[config.mk]
export PLATFORM = sky130hd
export DESIGN_NAME = mem_io_responder_flat
export DESIGN_NICKNAME = d
export VERILOG_FILES = /design/src/rtl/mem_io_responder_pkg.sv /design/src/rtl/mem_io_responder_if.sv /design/src/rtl/mem_io_responder_btn_edge_latch.sv /design/src/rtl/mem_io_responder.sv /design/src/flat_wrapper.sv
export SDC_FILE = /design/constraint.sdc
export NUM_CORES = 1
export LEC_CHECK = 0
export BUFFER_PORTS_ARGS = -buffer_cell sky130_fd_sc_hd__buf_2
export CORE_ASPECT_RATIO = 0.9
export CORE_MARGIN = 5
export CORE_UTILIZATION = 40
export DETAILED_ROUTE_END_ITERATION = 8
export PLACE_DENSITY = 0.69
export SETUP_SLACK_MARGIN = 0.05
export SYNTH_ARGS = -nofsm -noshare
export SYNTH_HDL_FRONTEND = slang
export SYNTH_SLANG_ARGS = --single-unit
[constraint.sdc]
create_clock -name clock_i -period 2.2 [get_ports clock_i]
set_input_delay 0.33 -clock clock_i [delete_from_list [all_inputs] [get_ports clock_i]]
set_output_delay 0.33 -clock clock_i [all_outputs]
set_load 0.02 [all_outputs]
[src/rtl/mem_io_responder_pkg.sv]
// Shared definitions for the memory/IO responder: MMIO register offsets,
// FSM state encoding and STAT register bit positions.
package mem_io_pkg;

  localparam int unsigned OFF_BTN   = 0;
  localparam int unsigned OFF_ACCEL = 1;
  localparam int unsigned OFF_STAT  = 2;
  localparam int unsigned OFF_LED   = 3;
  localparam int unsigned OFF_TICK  = 4;

  localparam int unsigned STAT_ACCEL_NEW = 0;
  localparam int unsigned STAT_BTN_ANY   = 1;
  localparam int unsigned STAT_ERR       = 2;

  typedef enum logic [1:0] {
    S_IDLE   = 2'd0,
    S_RAM_RD = 2'd1,
    S_RESP   = 2'd2
  } state_e;

endpackage

[src/rtl/mem_io_responder_if.sv]
// CPU data-memory bus: request/ack handshake between the multicycle CPU
// (master) and the memory/IO responder (slave).
interface mem_io_responder_if #(
  parameter int ADDR_W = 16,
  parameter int DATA_W = 16
);

  logic              req_valid;
  logic              req_we;
  logic [ADDR_W-1:0] req_addr;
  logic [DATA_W-1:0] req_wdata;
  logic              ack;
  logic [DATA_W-1:0] rdata;

  modport master (
    output req_valid, req_we, req_addr, req_wdata,
    input  ack, rdata
  );

  modport slave (
    input  req_valid, req_we, req_addr, req_wdata,
    output ack, rdata
  );

endinterface

[src/rtl/mem_io_responder_btn_edge_latch.sv]
// Button front end: 2-FF synchronizer, rising-edge detect and a sticky bit
// per button that is cleared by a BTN register read.
module btn_edge_latch #(
  parameter int NBTN = 4
) (
  input  logic            clock_i,
  input  logic            reset_i,
  input  logic [NBTN-1:0] btn_i,
  input  logic            clear_i,
  output logic [NBTN-1:0] sticky_o
);

  logic [NBTN-1:0] sync1_q, sync2_q, prev_q, sticky_q, sticky_d, rise;

  assign rise = sync2_q & ~prev_q;

  // An edge arriving in the same cycle as a read-clear must survive the clear.
  assign sticky_d = (clear_i ? '0 : sticky_q) | rise;

  always_ff @(posedge clock_i) begin
    if (reset_i) begin
      sync1_q  <= '0;
      sync2_q  <= '0;
      prev_q   <= '0;
      sticky_q <= '0;
    end else begin
      sync1_q  <= btn_i;
      sync2_q  <= sync1_q;
      prev_q   <= sync2_q;
      sticky_q <= sticky_d;
    end
  end

  assign sticky_o = sticky_q;

endmodule

[src/rtl/mem_io_responder.sv]
// Memory/IO responder: decodes CPU loads/stores to block RAM or MMIO registers
// and acks each one. Define MEM_IO_TIMER_EN to add the TICK cycle counter at +4.
module mem_io_responder
  import mem_io_pkg::*;
#(
  parameter int                DATA_W  = 16,
  parameter int                ADDR_W  = 16,
  parameter int                RAM_LAT = 1,
  parameter logic [ADDR_W-1:0] IO_BASE = ADDR_W'(16'hFF00),
  parameter int                NBTN    = 4
) (
  input  logic                clock_i,
  input  logic                reset_i,
  mem_io_responder_if.slave   bus,
  output logic [ADDR_W-1:0]   ram_addr_o,
  output logic                ram_we_o,
  output logic [DATA_W-1:0]   ram_wdata_o,
  input  logic [DATA_W-1:0]   ram_rdata_i,
  input  logic [NBTN-1:0]     btn_in_i,
  input  logic                accel_valid_i,
  input  logic [DATA_W-1:0]   accel_data_i,
  output logic [DATA_W-1:0]   led_out_o
);

  localparam logic [1:0] LAT_INIT = 2'(RAM_LAT);

  state_e            state_q, state_d;
  logic [1:0]        cnt_q, cnt_d;
  logic              hold_q;
  logic [DATA_W-1:0] rdata_q, rdata_d;
  logic [ADDR_W-1:0] ram_addr_q, ram_addr_d;
  logic              ram_we_q, ram_we_d;
  logic [DATA_W-1:0] ram_wdata_q, ram_wdata_d;
  logic [DATA_W-1:0] led_q, led_d;
  logic [DATA_W-1:0] accel_q;
  logic              accel_new_q, accel_new_d;
  logic              err_q, err_d;
  logic              ack_c, btn_clr, is_io;
  logic [ADDR_W-1:0] io_off;
  logic [NBTN-1:0]   btn_sticky;
  logic [DATA_W-1:0] stat_word;

  btn_edge_latch #(.NBTN(NBTN)) u_btn (
    .clock_i  (clock_i),
    .reset_i  (reset_i),
    .btn_i    (btn_in_i),
    .clear_i  (btn_clr),
    .sticky_o (btn_sticky)
  );

  assign is_io  = (bus.req_addr >= IO_BASE);
  assign io_off = bus.req_addr - IO_BASE;

  always_comb begin
    stat_word                 = '0;
    stat_word[STAT_ERR]       = err_q;
    stat_word[STAT_BTN_ANY]   = |btn_sticky;
    stat_word[STAT_ACCEL_NEW] = accel_new_q;
  end

`ifdef MEM_IO_TIMER_EN
  logic [15:0] tick_q;
  logic        tick_clr;

  always_ff @(posedge clock_i) begin
    if (reset_i || tick_clr) tick_q <= 16'd0;
    else                     tick_q <= tick_q + 16'd1;
  end
`endif

  // hold_q blocks the IDLE cycle right after RESP so a still-high req_valid
  // is not taken as a second request.
  always_comb begin
    state_d     = state_q;
    cnt_d       = cnt_q;
    rdata_d     = rdata_q;
    ram_addr_d  = ram_addr_q;
    ram_we_d    = 1'b0;
    ram_wdata_d = ram_wdata_q;
    led_d       = led_q;
    err_d       = err_q;
    accel_new_d = accel_new_q;
    ack_c       = 1'b0;
    btn_clr     = 1'b0;
`ifdef MEM_IO_TIMER_EN
    tick_clr    = 1'b0;
`endif
    unique case (state_q)
      S_IDLE: begin
        if (bus.req_valid && !hold_q) begin
          if (is_io) begin
            state_d = S_RESP;
            case (io_off)
              ADDR_W'(OFF_BTN): begin
                if (!bus.req_we) begin
                  rdata_d = DATA_W'(btn_sticky);
                  btn_clr = 1'b1;
                end
              end
              ADDR_W'(OFF_ACCEL): begin
                if (!bus.req_we) begin
                  rdata_d     = accel_q;
                  accel_new_d = 1'b0;
                end
              end
              ADDR_W'(OFF_STAT): begin
                if (!bus.req_we) begin
                  rdata_d = stat_word;
                  err_d   = 1'b0;
                end
              end
              ADDR_W'(OFF_LED): begin
                if (bus.req_we) led_d   = bus.req_wdata;
                else            rdata_d = led_q;
              end
`ifdef MEM_IO_TIMER_EN
              ADDR_W'(OFF_TICK): begin
                if (bus.req_we) tick_clr = 1'b1;
                else            rdata_d  = DATA_W'(tick_q);
              end
`endif
              default: begin
                if (!bus.req_we) rdata_d = '0;
                err_d = 1'b1;
              end
            endcase
          end else if (bus.req_we) begin
            ram_we_d    = 1'b1;
            ram_addr_d  = bus.req_addr;
            ram_wdata_d = bus.req_wdata;
            state_d     = S_RESP;
          end else begin
            ram_addr_d = bus.req_addr;
            cnt_d      = LAT_INIT;
            state_d    = S_RAM_RD;
          end
        end
      end
      S_RAM_RD: begin
        cnt_d = cnt_q - 2'd1;
        if (cnt_q == 2'd1) begin
          rdata_d = ram_rdata_i;
          state_d = S_RESP;
        end
      end
      S_RESP: begin
        ack_c   = 1'b1;
        state_d = S_IDLE;
      end
      default: state_d = S_IDLE;
    endcase
    // A fresh sample wins over an ACCEL read clearing the flag.
    if (accel_valid_i) accel_new_d = 1'b1;
  end

  always_ff @(posedge clock_i) begin
    if (reset_i) begin
      state_q     <= S_IDLE;
      cnt_q       <= '0;
      hold_q      <= 1'b0;
      rdata_q     <= '0;
      ram_addr_q  <= '0;
      ram_we_q    <= 1'b0;
      ram_wdata_q <= '0;
      led_q       <= '0;
      accel_q     <= '0;
      accel_new_q <= 1'b0;
      err_q       <= 1'b0;
    end else begin
      state_q     <= state_d;
      cnt_q       <= cnt_d;
      hold_q      <= (state_q == S_RESP);
      rdata_q     <= rdata_d;
      ram_addr_q  <= ram_addr_d;
      ram_we_q    <= ram_we_d;
      ram_wdata_q <= ram_wdata_d;
      led_q       <= led_d;
      accel_new_q <= accel_new_d;
      err_q       <= err_d;
      if (accel_valid_i) accel_q <= accel_data_i;
    end
  end

  assign bus.ack     = ack_c;
  assign bus.rdata   = rdata_q;
  assign ram_addr_o  = ram_addr_q;
  assign ram_we_o    = ram_we_q;
  assign ram_wdata_o = ram_wdata_q;
  assign led_out_o   = led_q;

endmodule

[src/flat_wrapper.sv]
// flat-port wrapper written by rule: the top's interface ports become plain ports
module mem_io_responder_flat import mem_io_pkg::*;
#(
  parameter int                DATA_W  = 16,
  parameter int                ADDR_W  = 16,
  parameter int                RAM_LAT = 1,
  parameter logic [ADDR_W-1:0] IO_BASE = ADDR_W'(16'hFF00),
  parameter int                NBTN    = 4
)
  (clock_i, reset_i, ram_addr_o, ram_we_o, ram_wdata_o, ram_rdata_i, btn_in_i, accel_valid_i, accel_data_i, led_out_o, bus_req_valid, bus_req_we, bus_req_addr, bus_req_wdata, bus_ack, bus_rdata);
  mem_io_responder_if #(.ADDR_W(ADDR_W), .DATA_W(DATA_W)) bus_i ();
  input  logic clock_i;
  input  logic reset_i;
  output logic [ADDR_W-1:0] ram_addr_o;
  output logic ram_we_o;
  output logic [DATA_W-1:0] ram_wdata_o;
  input  logic [DATA_W-1:0] ram_rdata_i;
  input  logic [NBTN-1:0] btn_in_i;
  input  logic accel_valid_i;
  input  logic [DATA_W-1:0] accel_data_i;
  output logic [DATA_W-1:0] led_out_o;
  input wire logic [$bits(bus_i.req_valid)-1:0] bus_req_valid;
  input wire logic [$bits(bus_i.req_we)-1:0] bus_req_we;
  input wire logic [$bits(bus_i.req_addr)-1:0] bus_req_addr;
  input wire logic [$bits(bus_i.req_wdata)-1:0] bus_req_wdata;
  output wire logic [$bits(bus_i.ack)-1:0] bus_ack;
  output wire logic [$bits(bus_i.rdata)-1:0] bus_rdata;
  assign bus_i.req_valid = bus_req_valid;
  assign bus_i.req_we = bus_req_we;
  assign bus_i.req_addr = bus_req_addr;
  assign bus_i.req_wdata = bus_req_wdata;
  assign bus_ack = bus_i.ack;
  assign bus_rdata = bus_i.rdata;
  mem_io_responder #(.DATA_W(DATA_W), .ADDR_W(ADDR_W), .RAM_LAT(RAM_LAT), .IO_BASE(IO_BASE), .NBTN(NBTN)) u_core (.clock_i(clock_i), .reset_i(reset_i), .bus(bus_i), .ram_addr_o(ram_addr_o), .ram_we_o(ram_we_o), .ram_wdata_o(ram_wdata_o), .ram_rdata_i(ram_rdata_i), .btn_in_i(btn_in_i), .accel_valid_i(accel_valid_i), .accel_data_i(accel_data_i), .led_out_o(led_out_o));
endmodule
==> results.md, run 1 <==
* Status: finished clean
* Crit Path Max Fanout at 16
* Leak pwr at 2.50 nW
* Most common cell after layout, fill and taps aside: buf_2
* Largest net degree at the start of global routing at 56
* Synth Net Count at 515
* Slew HR at 60.2%
* Hold Startpoint: btn_in_i[1]
* Post-synthesis sequential area ratio at 48.1%
* Fmax achieved at 0.523 GHz
* Tmin final at 1910 ps
* Die area at 13000 um^2
* Cell taking the most area after synthesis: dfxtp_1
* CTS max path bufs at 2
* Critical path's slowest cell: and2_1
* Avg WL per Cell at approximately 17 um
* Top-Level Pins at between 100 and 150
* Drt pass-1 iters at 4
* Met2 WL at 5.42 mm
* Max-cap viol count at 0
* Final non-filler cell total at 704
* Fin nets at 640
* CP delay by family, top: simple AND/OR/NAND/NOR gates
* Die height at 109 um
* Synth area leaders: dfxtp_1, mux2i_1, nor2_1
* Global route total overflow at 0
* Post-detail-place hpwl at 8.90 mm
* CTS Buf Count at 9
* H-tree depth at 3
* WP buf/inv at 0
* Top Metal Used: met4
* Area growth syn-to-layout at 25.8%
* Setup_tns at 0 ps
* Final setup vio count at 0
* Core footprint at between 10000 and 15000 um^2
* Reg2reg start: u_core.state_q[1]$_SDFFE_PP0P_
* Die Wd at 120 um
* Final hold slack at 205 ps
* WP data required at about 2500 ps
* Placed cells at 688
* Worst setup SP type: register
* First-pass GRT wire length at 19.4 mm
* Post-route clock period utilization at 86.9%
* PortBufs at around 140
* Synth unique cells at 45
* Hold Crit Class: in2reg
* CP peak stage delay at 590 ps
* Hold Violations, Final at 0
* Layout cells sized above 1 at 34.7%
* Final Cell Area at 5440 um^2
* RSZ-0062 raised after global routing: false
* # DRC at 0
* Clk sink count at 104
* Reg clk slew, reported paths at about 60 ps
* Mapped Cells at 441
* CTS Hold Bufs at 0
* Final Slew Violations at 0
* Post-synth design cell area at 4330 um^2
* Final Skew at 7.07 ps
* Root buf cell: clkbuf_16
* Cell Rows at 36
* Vias in the first global route at 3787
* Ys Warns at 0
* Final ANT Viol Nets at 0
* Total power per unit cell area at roughly 770 nW/um^2
* Routed metal-1 wirelength at 5.54 mm
* CTS tree: done
* Most frequent cells in the layout: buf_2, dfxtp_1, nor2_1
* Yosys top cell area share at slightly below 50%
* Clock Latency Late Sink at 340 ps
* Vias post-DR at between 3000 and 4000
* Post CTS Setup Buffer Count at 0
* FF+latch count, synth at 104
* Post-CTS sizing at 0
* Length of routed met3 wiring at 877 um
* Ant diodes at 0
* Vias per cell at approximately 5.3
* Initial antenna violation count at 0
* WS Path Type: reg2reg
* Arr. time, crit path at 2180 ps
* Max IR drop VDD at 0.441 mV
* Core Util, Final at 50.8%
* CP Cell Sequence: nor4b_4 -> and2_1 -> nand4_1 -> a21oi_1
* Syn Area/Cell at 9.81 um^2
* Total wire length at 12.0 mm
* Endpoint class of the critical path: register
* Initial DRC count at approximately 240
* Effective utilization at floorplan at between 40 and 50%
* Final GP Congestion at 0.861
* Least-Margin Pin Slew at roughly 600 ps
* Placed Area at 5140 um^2
* GR Util All Layers at 18.7%
* Crit. Startpoint: u_core.state_q[1]$_SDFFE_PP0P_
==> worst paths after layout <==
| kind | to | slack, ps | cells after the start |
|---|---|---|---|
| hold / removal | u_core.u_btn.sync1_q[1]$_SDFF_PP0_ | 200 | 2 |
| setup reg to reg | u_core.led_out_o[13]$_SDFFE_PP0P_ | 290 | 4 |
| hold reg to reg | u_core.u_btn.sync2_q[3]$_SDFF_PP0_ | 450 | 1 |
| setup / recovery | u_core.led_out_o[13]$_SDFFE_PP0P_ | 290 | 4 |
==> cell usage after synthesis <==
master and n:
a211oi_1 2, a211oi_2 4, a21oi_1 19, a22o_1 4, a22oi_1 1, a311oi_1 1
a311oi_2 10, a31oi_1 1, a32oi_1 3, a41oi_1 1, and2_1 2, and4_1 3
buf_1 3, buf_2 9, buf_4 1, buf_6 2, clkbuf_1 23, dfxtp_1 104
ha_1 1, inv_1 8, mux2_2 11, mux2i_1 51, mux4_2 2, nand2_1 17
nand2b_1 2, nand3_1 3, nand3b_1 2, nand4_1 30, nor2_1 74, nor2b_1 14
nor4_1 2, nor4b_4 1, o211ai_1 1, o21ai_0 18, o21ai_1 1, o21ai_2 1
o22a_1 1, o2bb2ai_1 1, o31ai_1 1, o41a_1 1, o41ai_1 1, o41ai_4 1
or3_1 1, or4_1 1, or4b_4 1
==> worst reg2reg max path, delay by kind of cell, from the launching register on <==
kind | cells | cell delay, ps
DFF | 1 | 390
and+or+nand+nor | 3 | 1280
AOI/OAI and AO/OA | 1 | 170
==> cells by family (layout without fill, tap and decap cells) <==
family	Yosys count	after routing	share of synthesized area, %
muxes	64	64	15.7
DFF	104	104	48.1
AOI/OAI and AO/OA	73	73	13.6
adders and majority gates	1	1	0.289
buffers and inverters	46	176	4.69
and+or+nand+nor	153	153	17.6
==> metrics by stage <==
stage / power (mW) / setup WS [ps]
after CTS: 4.21 / 305
after floorplan: 2.42 / 461
after detailed placement: 2.63 / 127
final: 4.16 / 288
after global routing: 4.35 / 183
after global placement: 2.61 / 240
==> flip-flops by register name, summed over array words and instances, names as in the netlist, 4 cells and up <==
signal	cells
u_core.u_btn.sync2_q	4
u_core.u_btn.sync1_q	4
u_core.bus.rdata	16
u_core.u_btn.sticky_o	4
u_core.u_btn.prev_q	4
u_core.accel_q	16
u_core.ram_wdata_o	16
u_core.ram_addr_o	16
u_core.led_out_o	16
==> layout make-up <==
cell class | count | area [um^2]
tap | 133 | 166
sequential | 104 | 2080
inverter | 8 | 30.0
clock buffer | 11 | 243
fill | 1009 | 5280
multi-input combinational | 291 | 2040
timing repair buffer | 152 | 823
clock inverter | 5 | 56.3
==> power by group <==
| part | internal (mW) | leakage (nW) | total (mW) | switching (mW) |
|---|---|---|---|---|
| Combinational | 0.234 | 1.51 | 0.564 | 0.330 |
| Sequential | 1.97 | 0.850 | 2.02 | 0.0485 |
| Clock | 0.911 | 0.145 | 1.58 | 0.668 |
| Total | 3.12 | 2.50 | 4.16 | 1.05 |
==> layer usage <==
layer	global-route usage [%]	vias to the layer above
li1	-	1836
met1	25.7	1778
met2	28.8	118
met3	5.29	13
met4	5.89	0
met5	0	-
No activity file was read; power rests on OpenSTA's default activity.
==> run 2, diff against run 1 <==
- PLACE_DENSITY: 0.69 -> 0.7
- REMOVE_ABC_BUFFERS: unset -> 1
- SYNTH_HIERARCHICAL: unset -> 1
==> run 2 against run 1 <==
Compared with the run above: global-route usage is 1.4 points lower; synthesized cell count is 0.45% higher; total power is 1.9% lower; utilization is 2.1 points higher; clock power hardly changed; setup slack worse by 150 ps; sequential share of layout area hardly changed; register-to-register slack worse by 150 ps; final area is 0.12% lower; critical path depth is 1 higher; via count is 2.9% lower.
==> results.md, run 2 <==
* Final Skew at 5.59 ps
* Post-synth design cell area at between 4000 and 5000 um^2
* PnR Total Power at ~4.1 mW
* Most frequent cells in the layout: buf_2, dfxtp_1, nor2_1
* Synth unique cells at 47
* RSZ-0062 raised after global routing: false
* Endpoint class of the critical path: register
* Ys Warns at 6
* Fin nets at 655
* Most frequent cell after synthesis: dfxtp_1
* Synth top cells by count: dfxtp_1, nor2_1, mux2i_1, nand2_1, a21oi_1
* Syn Area/Cell at 9.54 um^2
* Status: finished clean
* Initial antenna violation count at 2
* Die Wd at roughly 120 um
* GR Util All Layers at between 10% and 20%
* Most used DFF post-synth: dfxtp_1
* Setup_tns at 0 ps
* FF+latch count, synth at between 100 and 150
* Most common cell after layout, fill and taps aside: buf_2
* Final Cell Area at 5440 um^2
* Vias in the first global route at roughly 3600
* Clock Latency Late Sink at 330 ps
* Global route total overflow at 0
* Largest net degree at the start of global routing at 65
* Ant diodes at 0
* Worst setup SP type: register
* Core Util, Final at 52.8%
* CTS Buf Count at 9
* Yosys top cell area share at 49.3%
* CTS tree: done
* Combinational power share at 12.5%
* Met1 Use GR at 22.7%
* Post-synth EDFFs at 0
* Root buf cell: clkbuf_16
* Final Slew Violations at 0
* Routing usage on met3 at 3.78%
* Clk sink count at 104
* Max-cap viol count at 0
* Area growth syn-to-layout at 28.6%
* Tmin final at 2060 ps
* Hold Violations, Final at 0
* FILL cells at 927
* Final setup vio count at 0
* Mapped Cells at 443
* Top-Level Pins at 139
* Layout cells sized above 1 at 31.8%
* Placed Area at 5150 um^2
* Post-CTS sizing at 0
* Fmax achieved at 0.486 GHz
* Post CTS Setup Buffer Count at 0
* Final GP Congestion at 0.828
* Max IR drop VDD at 0.374 mV
* WP buf/inv at 0
* Final worst slack at approximately 140 ps
* CTS max path bufs at 2
* Avg WL per Cell at 16.0 um
* Crit Path Max Fanout at 16
* H-tree depth at 3
* Slew HR at about 55%
* Switching power share of the total at about 25%
* CP delay by family, top: simple AND/OR/NAND/NOR gates
* # DRC at 0
* Die area at ~13000 um^2
* Total internal power at 3.06 mW
* CP peak stage delay at 570 ps
* Flop pwr share at 49.4%
* Pre-CTS WS at -2.57 ps
* PortBufs at 138
* Synth area leaders: dfxtp_1, mux2i_1, nor2_1
* Drt pass-1 iters at 4
* Hold Crit Class: in2reg
* Cell taking the most area after synthesis: dfxtp_1
* Least-Margin Pin Slew at between 600 and 700 ps
* Synth async-reset ratio at 0%
* Vias post-DR at 3638
* Final ANT Viol Nets at 0
* Leak pwr at 2.56 nW
* Post-route clock period utilization at 93.5%
* Most used cell along the critical path: and2_1
* Core footprint at 10300 um^2
* WS Path Type: reg2reg
* Arr. time, crit path at 2310 ps
* WP data required at 2460 ps
* Die height at between 100 and 150 um
* First-pass GRT wire length at 18.0 mm
* Clock power frac at between 30% and 40%
* Total wire length at 11.4 mm
* Cell Rows at 35
* Routing usage on met2 at 28.3%
* Net Switching at 1.02 mW
* Busiest grt layer: met2
* Effective utilization at floorplan at 41.1%
* Post-synthesis sequential area ratio at 49.3%
* Post-detail-place hpwl at approximately 8.8 mm
* Initial DRC count at 194
* Reg clk slew, reported paths at about 70 ps
* CTS Hold Bufs at 0
* Total power per unit cell area at 751 nW/um^2
* Vias per cell at 5.10
* Critical path's slowest cell: and2_1
* CP Cell Sequence: nor4b_2 -> and2_1 -> and2_1 -> nand2_1 -> a21oi_1
## run 2: path summary, 6_finish.rpt
path / startpoint / endpoint / slack (ps) / cells after the start
max: u_core/state_q[1]$_SDFFE_PP0P_ / u_core/ram_wdata_o[7]$_SDFFE_PP0P_ / 140 / 5
min: btn_in_i[3] / u_core/u_btn/sync1_q[3]$_SDFF_PP0_ / 200 / 2
max reg2reg: u_core/state_q[1]$_SDFFE_PP0P_ / u_core/ram_wdata_o[7]$_SDFFE_PP0P_ / 140 / 5
min reg2reg: u_core/u_btn/sync1_q[2]$_SDFF_PP0_ / u_core/u_btn/sync2_q[2]$_SDFF_PP0_ / 430 / 1
## run 2: power groups by stage
stage / combinational [mW] / clock [mW] / sequential [mW]
after floorplan: 0.200 / 0 / 2.12
after global placement: 0.498 / 0 / 2.06
after detailed placement: 0.510 / 0 / 2.06
after CTS: 0.511 / 1.59 / 2.02
after global routing: 0.555 / 1.67 / 2.03
final: 0.509 / 1.56 / 2.02
## run 2: layer usage
layer,vias up,wire [um]
li1,1813,-
met1,1704,5020
met2,100,5630
met3,17,586
met4,4,163
met5,-,34
## run 2: area by class of cell
type / instances / area [um^2] / share of cell area [%]
multi-input combinational: 305 / 1980 / 36.4
sequential: 104 / 2080 / 38.3
tap: 129 / 161 / 2.97
inverter: 4 / 15.0 / 0.276
clock buffer: 10 / 229 / 4.21
clock inverter: 5 / 57.6 / 1.06
timing repair buffer: 157 / 911 / 16.8
## run 2: kinds of logic after synthesis
logic type | after synthesis | synth area share [%]
AND/OR/NAND/NOR | 185 | 22.1
buffers and inverters | 34 | 3.91
flip-flops | 104 | 49.3
multiplexers | 49 | 12.2
adder cells (fa/ha/maj) | 1 | 0.296
AO/OA/AOI/OAI | 70 | 12.2
## run 2: stage by stage
stage          hold WS [ps]  instances
5_1_grt                 196        714
4_1_cts                 190        714
3_5_place_dp            421        699
6_report                203        714
2_1_floorplan           392        413
3_3_place_gp            415        699
